<file path="src/rtl/btb_update_sched.sv">
// rtl/btb_update_sched.sv - BTB RAM write-port scheduler: zero sweep on reset/flush, in-order update queue
module btb_update_sched #(
    parameter int DEPTH   = 4,
    parameter int INDEX_W = 11,
    parameter int TAG_W   = 9
) (
    input  logic                   clk,
    input  logic                   reset,

    input  logic                   upd0_valid,
    input  logic [31:0]            upd0_pc,
    input  logic [31:0]            upd0_target,
    input  logic [1:0]             upd0_type,
    input  logic                   upd0_loc,
    output logic                   upd0_ready,

    input  logic                   upd1_valid,
    input  logic [31:0]            upd1_pc,
    input  logic [31:0]            upd1_target,
    input  logic [1:0]             upd1_type,
    input  logic                   upd1_loc,
    output logic                   upd1_ready,

    input  logic                   flush_req,

    output logic                   wr_en,
    output logic [INDEX_W-1:0]     wr_addr,
    output logic [TAG_W+34:0]      wr_data,
    output logic                   init_busy,
    output logic [$clog2(DEPTH):0] q_count
);

    localparam int PTR_W  = $clog2(DEPTH);
    localparam int CNT_W  = PTR_W + 1;
    localparam int DATA_W = TAG_W + 35;
    localparam logic [CNT_W-1:0]   DEPTH_C    = CNT_W'(DEPTH);
    localparam logic [INDEX_W-1:0] SWEEP_LAST = {INDEX_W{1'b1}};

    typedef enum logic {
        ST_SWEEP = 1'b0,
        ST_RUN   = 1'b1
    } state_t;

    state_t             state;
    state_t             state_next;
    logic [INDEX_W-1:0] sweep_cnt;

    logic [INDEX_W-1:0] q_addr [DEPTH];
    logic [DATA_W-1:0]  q_data [DEPTH];
    logic [PTR_W-1:0]   head;
    logic [PTR_W-1:0]   tail;
    logic [CNT_W-1:0]   count;
    logic [CNT_W-1:0]   free;

    logic               run_ok;
    logic               ready0;
    logic               ready1;
    logic               enq0;
    logic               enq1;
    logic               deq;
    logic               do_flush;

    logic [INDEX_W-1:0] e0_addr;
    logic [INDEX_W-1:0] e1_addr;
    logic [DATA_W-1:0]  e0_data;
    logic [DATA_W-1:0]  e1_data;
    logic [PTR_W-1:0]   tail_p1;

    // Entry encoding is done at enqueue so the drain path is a plain mux.
    assign e0_addr = upd0_pc[INDEX_W+2:3];
    assign e1_addr = upd1_pc[INDEX_W+2:3];
    assign e0_data = {upd0_pc[TAG_W+8:9] ^ upd0_pc[TAG_W-1:0],
                      upd0_target, upd0_type, upd0_loc};
    assign e1_data = {upd1_pc[TAG_W+8:9] ^ upd1_pc[TAG_W-1:0],
                      upd1_target, upd1_type, upd1_loc};

    // Free space is taken from the start-of-cycle count; a same-cycle drain is not credited.
    assign free     = DEPTH_C - count;
    assign run_ok   = (state == ST_RUN) && !reset;
    assign do_flush = run_ok && flush_req;
    assign ready0   = run_ok && !flush_req && (free >= CNT_W'(1));
    assign ready1   = run_ok && !flush_req && (free >= CNT_W'(2));
    assign enq0     = upd0_valid && ready0 && (upd0_type != 2'd0);
    assign enq1     = upd1_valid && ready1 && (upd1_type != 2'd0);
    assign deq      = run_ok && (count != '0);
    assign tail_p1  = tail + PTR_W'(1);

    assign upd0_ready = ready0;
    assign upd1_ready = ready1;
    assign q_count    = reset ? '0 : count;

    always_comb begin
        state_next = state;
        wr_en      = 1'b0;
        wr_addr    = '0;
        wr_data    = '0;
        init_busy  = 1'b1;
        if (!reset) begin
            case (state)
                ST_SWEEP: begin
                    wr_en   = 1'b1;
                    wr_addr = sweep_cnt;
                    if (sweep_cnt == SWEEP_LAST) begin
                        state_next = ST_RUN;
                    end
                end
                ST_RUN: begin
                    init_busy = 1'b0;
                    if (count != '0) begin
                        wr_en   = 1'b1;
                        wr_addr = q_addr[head];
                        wr_data = q_data[head];
                    end
                    if (flush_req) begin
                        state_next = ST_SWEEP;
                    end
                end
                default: begin
                    state_next = ST_SWEEP;
                end
            endcase
        end
    end

    always_ff @(posedge clk) begin
        if (reset) begin
            state     <= ST_SWEEP;
            sweep_cnt <= '0;
        end else begin
            state <= state_next;
            // Counter wraps to 0 naturally after the last index, ready for the next flush.
            if (state == ST_SWEEP) begin
                sweep_cnt <= sweep_cnt + INDEX_W'(1);
            end
        end
    end

    always_ff @(posedge clk) begin
        if (reset || do_flush) begin
            head  <= '0;
            tail  <= '0;
            count <= '0;
        end else begin
            if (deq) begin
                head <= head + PTR_W'(1);
            end
            tail  <= tail + PTR_W'(enq0) + PTR_W'(enq1);
            count <= count + CNT_W'(enq0) + CNT_W'(enq1) - CNT_W'(deq);
        end
    end

    // Queue storage holds no reset state; occupancy alone decides validity.
    always_ff @(posedge clk) begin
        if (enq0) begin
            q_addr[tail] <= e0_addr;
            q_data[tail] <= e0_data;
        end
        if (enq1) begin
            q_addr[enq0 ? tail_p1 : tail] <= e1_addr;
            q_data[enq0 ? tail_p1 : tail] <= e1_data;
        end
    end

endmodule

</file>
<file path="config.mk">
export PLATFORM = sky130hd
export DESIGN_NAME = btb_update_sched
export DESIGN_NICKNAME = d
export VERILOG_FILES = /design/src/rtl/btb_update_sched.sv
export SDC_FILE = /design/constraint.sdc
export NUM_CORES = 1
export LEC_CHECK = 0
export ABC_AREA = 1
export BUFFER_PORTS_ARGS = -buffer_cell sky130_fd_sc_hd__buf_2
export CAP_MARGIN = 10
export CORE_MARGIN = 2
export CORE_UTILIZATION = 45
export CTS_BUF_LIST = sky130_fd_sc_hd__clkbuf_8
export DETAILED_ROUTE_END_ITERATION = 16
export GPL_ROUTABILITY_DRIVEN = 1
export PLACE_DENSITY = 0.65
export SLEW_MARGIN = 20
export SYNTH_ARGS = -nofsm -noshare
export SYNTH_HDL_FRONTEND = slang
export SYNTH_SLANG_ARGS = --single-unit
</file>
<file path="constraint.sdc">
create_clock -name clk -period 10.1 [get_ports clk]
set_input_delay 0.505 -clock clk [delete_from_list [all_inputs] [get_ports clk]]
set_output_delay 0.505 -clock clk [all_outputs]
set_load 0.01 [all_outputs]
</file>
==> results.sh, run 1 <==
export IMPL_fin_crit_sh_pct=43.1
export IMPL_yosysSeqAreaShare_pct=52.1
export IMPL_critPathArrivalTime_ps=4510
export IMPL_avgSynthCellArea_sq_um=8.47
export IMPL_p_per_area_nw_per_um2=132
export IMPL_synth_xor_area_share_pct=1.36
export IMPL_required_ps=10260
export IMPL_slew_violations=0
export IMPL_synth_ff_latch_count=241
export IMPL_worstPathCellList="inv_1, ha_1, ha_1, inv_1, nor2_1, nand2_1, nand3_2, nand2_1, nand2_4, buf_4, nand3_2, nand2_4"
export IMPL_final_setup_tns_ps=0
export IMPL_cp_max_fo=84
export IMPL_vias_per_cell=5.75
export IMPL_max_cap_violations=0
export IMPL_start_util_pct=45.7
export IMPL_use_met1_pct=33.0
export IMPL_synth_mux_area_share_pct=0
export IMPL_grt_overflow=0
export IMPL_routedWlPerCell_um=19.2
export IMPL_grt_antenna_before_repair=8
export IMPL_grt_first_pass_wirelength_mm=62.1
export IMPL_critPathLaunchType="flip-flop"
export IMPL_cp_depth=12
export IMPL_hold_viol=0
export IMPL_drt_first_pass_iters=5
export IMPL_io_buffer_count=172
export IMPL_grt_busiest_layer="met2"
export IMPL_clock_sinks=241
export IMPL_path_delay_family="simple AND/OR/NAND/NOR gates"
export IMPL_cts_buffers=40
export IMPL_grt_usage_pct=25.5
export IMPL_die_area_sq_um=31400
export IMPL_synth_area_top_cells="edfxtp_1 (49%), nand2_1 (13%), nand4_1 (11%), nor2_1 (6.0%), o21ai_0 (4.4%)"
export IMPL_r2r_end="q_data[1][34]"
export IMPL_clk_pin_slew_ps=60
export IMPL_drtIter0Drc=1084
export IMPL_ant_nets=0
export IMPL_dpl_hpwl_mm=21.6
export IMPL_area_growth_pct=11.4
export IMPL_yosysUniqueCellTypes=30
export IMPL_met3_usage_pct=4.79
export IMPL_synth_cells=1594
export IMPL_yosys_top_cells_count="nand2_1 (474), nand4_1 (227), edfxtp_1 (220)"
export IMPL_worst_slew_pin_transition_ps=1160
export IMPL_fin_skew_ps=14.8
export IMPL_ys_warnings_count=0
export IMPL_synth_top_area_cell="edfxtp_1"
export IMPL_rsz0062_at_grt="false"
export IMPL_yosysMostFrequentCell="nand2_1"
export IMPL_p_leak_uw=0.00633
export IMPL_finalSetupViolCount=0
export IMPL_worstSetupStartpoint="count[0]"
export IMPL_vias=12100
export IMPL_crit_slowest_cell="buf_4"
export IMPL_finalWirelength_mm=40.6
export IMPL_yosys_most_used_dff="edfxtp_1"
export IMPL_synth_top_family_by_area="simple AND/OR/NAND/NOR gates"
export IMPL_syn_area_sq_um=13500
export IMPL_io_pins=201
export IMPL_grt_max_degree=116
export IMPL_drc=0
export IMPL_synth_fa_ha_area_share_pct=1.37
export IMPL_drive_gt1_share_pct=15.3
export IMPL_status="finished clean"
export IMPL_r2r_cells=12
export IMPL_ctsRootBufferMaster="clkbuf_8"
export IMPL_path_class="reg -> reg"
export IMPL_max_freq_mhz=230
export IMPL_clk_path_buf_depth=3
export IMPL_period_needed_ps=4360
export IMPL_final_nets=1837
export IMPL_hp_class="in -> reg"
export IMPL_h_tree_depth=2
export IMPL_fin_util_pct=50.9
export IMPL_met2_usage_pct=42.2
export IMPL_clk_latency_ps=550
export IMPL_core_area_sq_um=29600
export IMPL_hold_buffers=0
export IMPL_max_stage_delay_ps=890
export IMPL_placed_area_sq_um=14300
export IMPL_yosys_area_share_simple_pct=31.0
export IMPL_synthArstFlopShare_pct=0
export IMPL_ir_drop_mv=0.0671
export IMPL_post_cts_buffers=0
export IMPL_die_h_um=177
export IMPL_synth_compound_area_share_pct=7.76
export IMPL_fp_dieW_um=177
export IMPL_crit_path_end="q_data[1][34]"
export IMPL_synth_nets=1746
export IMPL_grt_pass1_vias=11500
export IMPL_synth_edf_count=220
export IMPL_slew_headroom_pct=22.7
export IMPL_r2r_start="count[0]"
export IMPL_gp_congestion=0.829
export IMPL_r2r_slack_ps=5740
export IMPL_yosys_area_top_type_share_pct=48.9
export IMPL_path_buf_inv=3
export IMPL_worstSetupEndpointType="flip-flop"
export IMPL_design_area_sq_um=15000
export IMPL_ctsResizeCount=0
export IMPL_cts_tree="yes"
export IMPL_rows=63
==> kinds of logic (layout without fill, tap and decap cells) <==
kind of cell               after synthesis  after routing
and+or+nand+nor                        940            940
DFF                                    241            241
adders and majority gates               13             13
AOI/OAI and AO/OA                      202            202
buffers and inverters                  177            295
other                                    0              6
xor gates and xnor gates                21             21
==> how the worst min path moves through the flow <==
stage,slack (ps),end,cells after the start,from
after global routing,260,q_data[1][20],3,upd0_target[17]
after CTS,250,q_data[3][24],3,upd0_target[21]
after global placement,440,flip-flop,2,head[1]
after floorplan,440,flip-flop,2,head[1]
final,270,q_data[3][24],3,upd0_target[21]
after detailed placement,450,flip-flop,2,head[1]
==> layout by cell type (no fill, tap or decap), types with 2 or more instances in the layout <==
master	count
nand4_1	227
nor4_1	2
buf_4	14
nand3_2	5
clkbuf_8	42
clkinvlp_4	2
clkinv_2	6
diode_2	6
o22ai_1	11
edfxtp_1	220
nand2_2	2
fa_1	3
nand2_4	8
nor3_1	4
clkinv_1	8
inv_2	3
inv_1	46
nor2_2	2
o21ai_0	120
o31ai_1	7
buf_2	172
nand3_1	6
ha_1	10
xor2_1	20
a21oi_1	62
nand2_1	468
dfxtp_1	19
nor2_1	214
==> layout make-up <==
cell class	count	area [sq um]
Fill cell	2745	14500
Sequential cell	241	7030
Multi-Input combinational cell	1176	5660
Timing Repair Buffer	187	977
Clock buffer	42	578
Tap cell	390	488
Inverter	39	148
Clock inverter	27	141
Antenna cell	6	15.0
==> sequential cells by signal, summed over array words and instances (netlist names), named ones only <==
signal and count:
q_addr 44, head 2, tail 2, q_data 176, count 3, state 1, sweep_cnt 11
==> worst register-to-register path, cell delays in order (launching register included) <==
cell and delay (ps):
dfxtp_1 410, inv_1 110, ha_1 210, ha_1 260
inv_1 30, nor2_1 180, nand2_1 180, nand3_2 190
nand2_1 110, nand2_4 330, buf_4 890, nand3_2 230
nand2_4 800
==> stage by stage <==
step	hold slack [ps]	setup slack (ps)	cells	power, uW
finish	271	5740	2108	1990
global route	263	5480	2107	2060
CTS	247	5780	2102	2000
detailed placement	452	5790	2033	1220
global placement	442	5830	2033	1210
floorplan	436	6570	1594	1170
==> per-layer routing <==
layer / vias to the layer above / share of wire, % / wire (um)
li1: 5760 / - / -
met1: 5657 / 40 / 16200
met2: 595 / 48 / 19600
met3: 93 / 9.0 / 3650
met4: 6 / 2.5 / 1020
met5: - / 0.084 / 34
==> power by group <==
| group | internal, uW | switching [uW] | total [uW] |
|---|---|---|---|
| combinational | 39.6 | 68.0 | 108 |
| clock | 409 | 383 | 792 |
| sequential | 1090 | 0.935 | 1090 |
Note: power is estimated with default switching activity, not from simulation.
==> inputs of run 2 (changes only) <==
==> constraint.sdc (replaced) <==
create_clock -name clk -period 4.4 [get_ports clk]
set_input_delay 0.22 -clock clk [delete_from_list [all_inputs] [get_ports clk]]
set_output_delay 0.22 -clock clk [all_outputs]
set_load 0.01 [all_outputs]
==> results.sh, run 2 (synthesis gave the netlist of run 1 again) <==
export IMPL_max_cap_violations=0
export IMPL_dpl_hpwl_mm=22.1
export IMPL_ctsRootBufferMaster="clkbuf_8"
export IMPL_r2r_start="count[0]"
export IMPL_power_uw=4560
export IMPL_die_area_sq_um=31400
export IMPL_drc=0
export IMPL_die_h_um=177
export IMPL_routedWlPerCell_um=19.2
export IMPL_rows=63
export IMPL_status="finished clean"
export IMPL_hold_viol=0
export IMPL_ir_drop_mv=0.198
export IMPL_io_buffer_count=172
export IMPL_fp_dieW_um=177
export IMPL_p_per_area_nw_per_um2=297
export IMPL_critPathLaunchType="flip-flop"
export IMPL_core_area_sq_um=29600
export IMPL_hold_buffers=32
export IMPL_drt_first_pass_iters=5
export IMPL_gp_congestion=0.884
export IMPL_regMostFlops="q_data"
export IMPL_filler_cell_count=2781
export IMPL_h_tree_depth=2
export IMPL_grt_overflow=0
export IMPL_ctsResizeCount=0
export IMPL_largest_reg_flops=176
export IMPL_final_cell_mix="nand2_1 (468), nand4_1 (227), edfxtp_1 (220)"
export IMPL_drtIter0Drc=1298
export IMPL_worstHoldPathCells=3
export IMPL_fin_skew_ps=28.3
export IMPL_placed_cells=2037
export IMPL_clk_path_buf_depth=3
export IMPL_vias=12300
export IMPL_finalSetupViolCount=0
export IMPL_period_needed_ps=3490
export IMPL_io_pins=201
export IMPL_final_nets=1874
export IMPL_r2r_slack_ps=1090
export IMPL_clk_latency_ps=550
export IMPL_worst_slew_pin_transition_ps=1110
export IMPL_r2r_end="q_addr[1][2]"
export IMPL_p_leak_uw=0.00649
export IMPL_slew_headroom_pct=26.1
export IMPL_layout_setup_ws_ps=913
export IMPL_stdcell_count=2146
export IMPL_crit_path_end="wr_data[1]"
export IMPL_clk_pin_slew_ps=60
export IMPL_grt_usage_pct=25.7
export IMPL_grt_first_pass_wirelength_mm=62.6
export IMPL_fin_crit_sh_pct=79.3
export IMPL_hp_class="in -> reg"
export IMPL_grt_max_degree=108
export IMPL_cts_tree="yes"
export IMPL_finalWirelength_mm=41.3
export IMPL_max_freq_mhz=287
export IMPL_vias_per_cell=5.75
export IMPL_clock_sinks=241
export IMPL_slew_violations=0
export IMPL_design_area_sq_um=15400
export IMPL_final_setup_tns_ps=0
export IMPL_placed_area_sq_um=14300
export IMPL_critPathArrivalTime_ps=3270
export IMPL_final_common_cell="nand2_1"
export IMPL_worstSetupStartpoint="count[0]"
export IMPL_start_util_pct=45.7
export IMPL_r2r_cells=11
export IMPL_worstSetupEndpointType="primary output"
export IMPL_cp_max_fo=25
export IMPL_grt_antenna_before_repair=7
export IMPL_cts_buffers=41
export IMPL_ant_nets=0
export IMPL_rsz0062_at_grt="false"
export IMPL_area_growth_pct=13.8
export IMPL_top_regs="q_data (176), q_addr (44), sweep_cnt (11)"
export IMPL_required_ps=4180
export IMPL_grt_pass1_vias=11600
export IMPL_drive_gt1_share_pct=15.1
export IMPL_path_class="reg -> out"
export IMPL_post_cts_buffers=0
export IMPL_post_place_ws_ps=1070
## run 2: area by class of cell
class                           instances  area [sq um]  area share (%)
Antenna cell                            3          7.51          0.0489
Clock buffer                           42           578            3.76
Clock inverter                         32           134           0.871
Inverter                               39           148           0.961
Multi-Input combinational cell       1176          5660            36.8
Sequential cell                       241          7030            45.8
Tap cell                              390           488            3.18
Timing Repair Buffer                  223          1320            8.61
## run 2: stage by stage
step	hold WS, ps	utilization, %
final	19.6	52.0
after global routing	5.78	52.0
after CTS	0.541	52.0
after detailed placement	446	48.5
after global placement	442	48.5
after floorplan	395	-
## run 2: critical path, cell delays in order, from the launching register on
cell	delay, ps
dfxtp_1	410
inv_1	110
ha_1	210
ha_1	220
nor2_2	380
inv_2	400
buf_4	370
a21oi_1	410
buf_2	230
## run 2: metal layers
| layer | track usage, % | part of all wire, % | vias to the layer above |
|---|---|---|---|
| li1 | - | - | 5842 |
| met1 | 33.3 | 41 | 5820 |
| met2 | 42.9 | 48 | 594 |
| met3 | 4.98 | 9.4 | 74 |
| met4 | 9.06 | 1.9 | 6 |
| met5 | 0 | 0.082 | - |
## run 2: how the worst min path moves through the flow
| stage | from | endpoint | slack (ps) |
|---|---|---|---|
| finish | upd0_pc[3] | q_addr[1][0] | 20 |
| global route | upd0_pc[13] | q_addr[2][10] | 6 |
| global placement | head[1] | flip-flop | 440 |
| floorplan | reset | sweep_cnt[10] | 390 |
| CTS | upd0_pc[13] | q_addr[2][10] | 0.5 |
| detailed placement | head[1] | flip-flop | 450 |
## run 2: power by group
part	leakage, uW	switching (uW)	internal (uW)	total, uW
sequential	0.00215	2.14	2500	2510
combinational	0.00393	163	109	272
clock	0.000421	896	887	1780
total	0.00649	1060	3500	4560
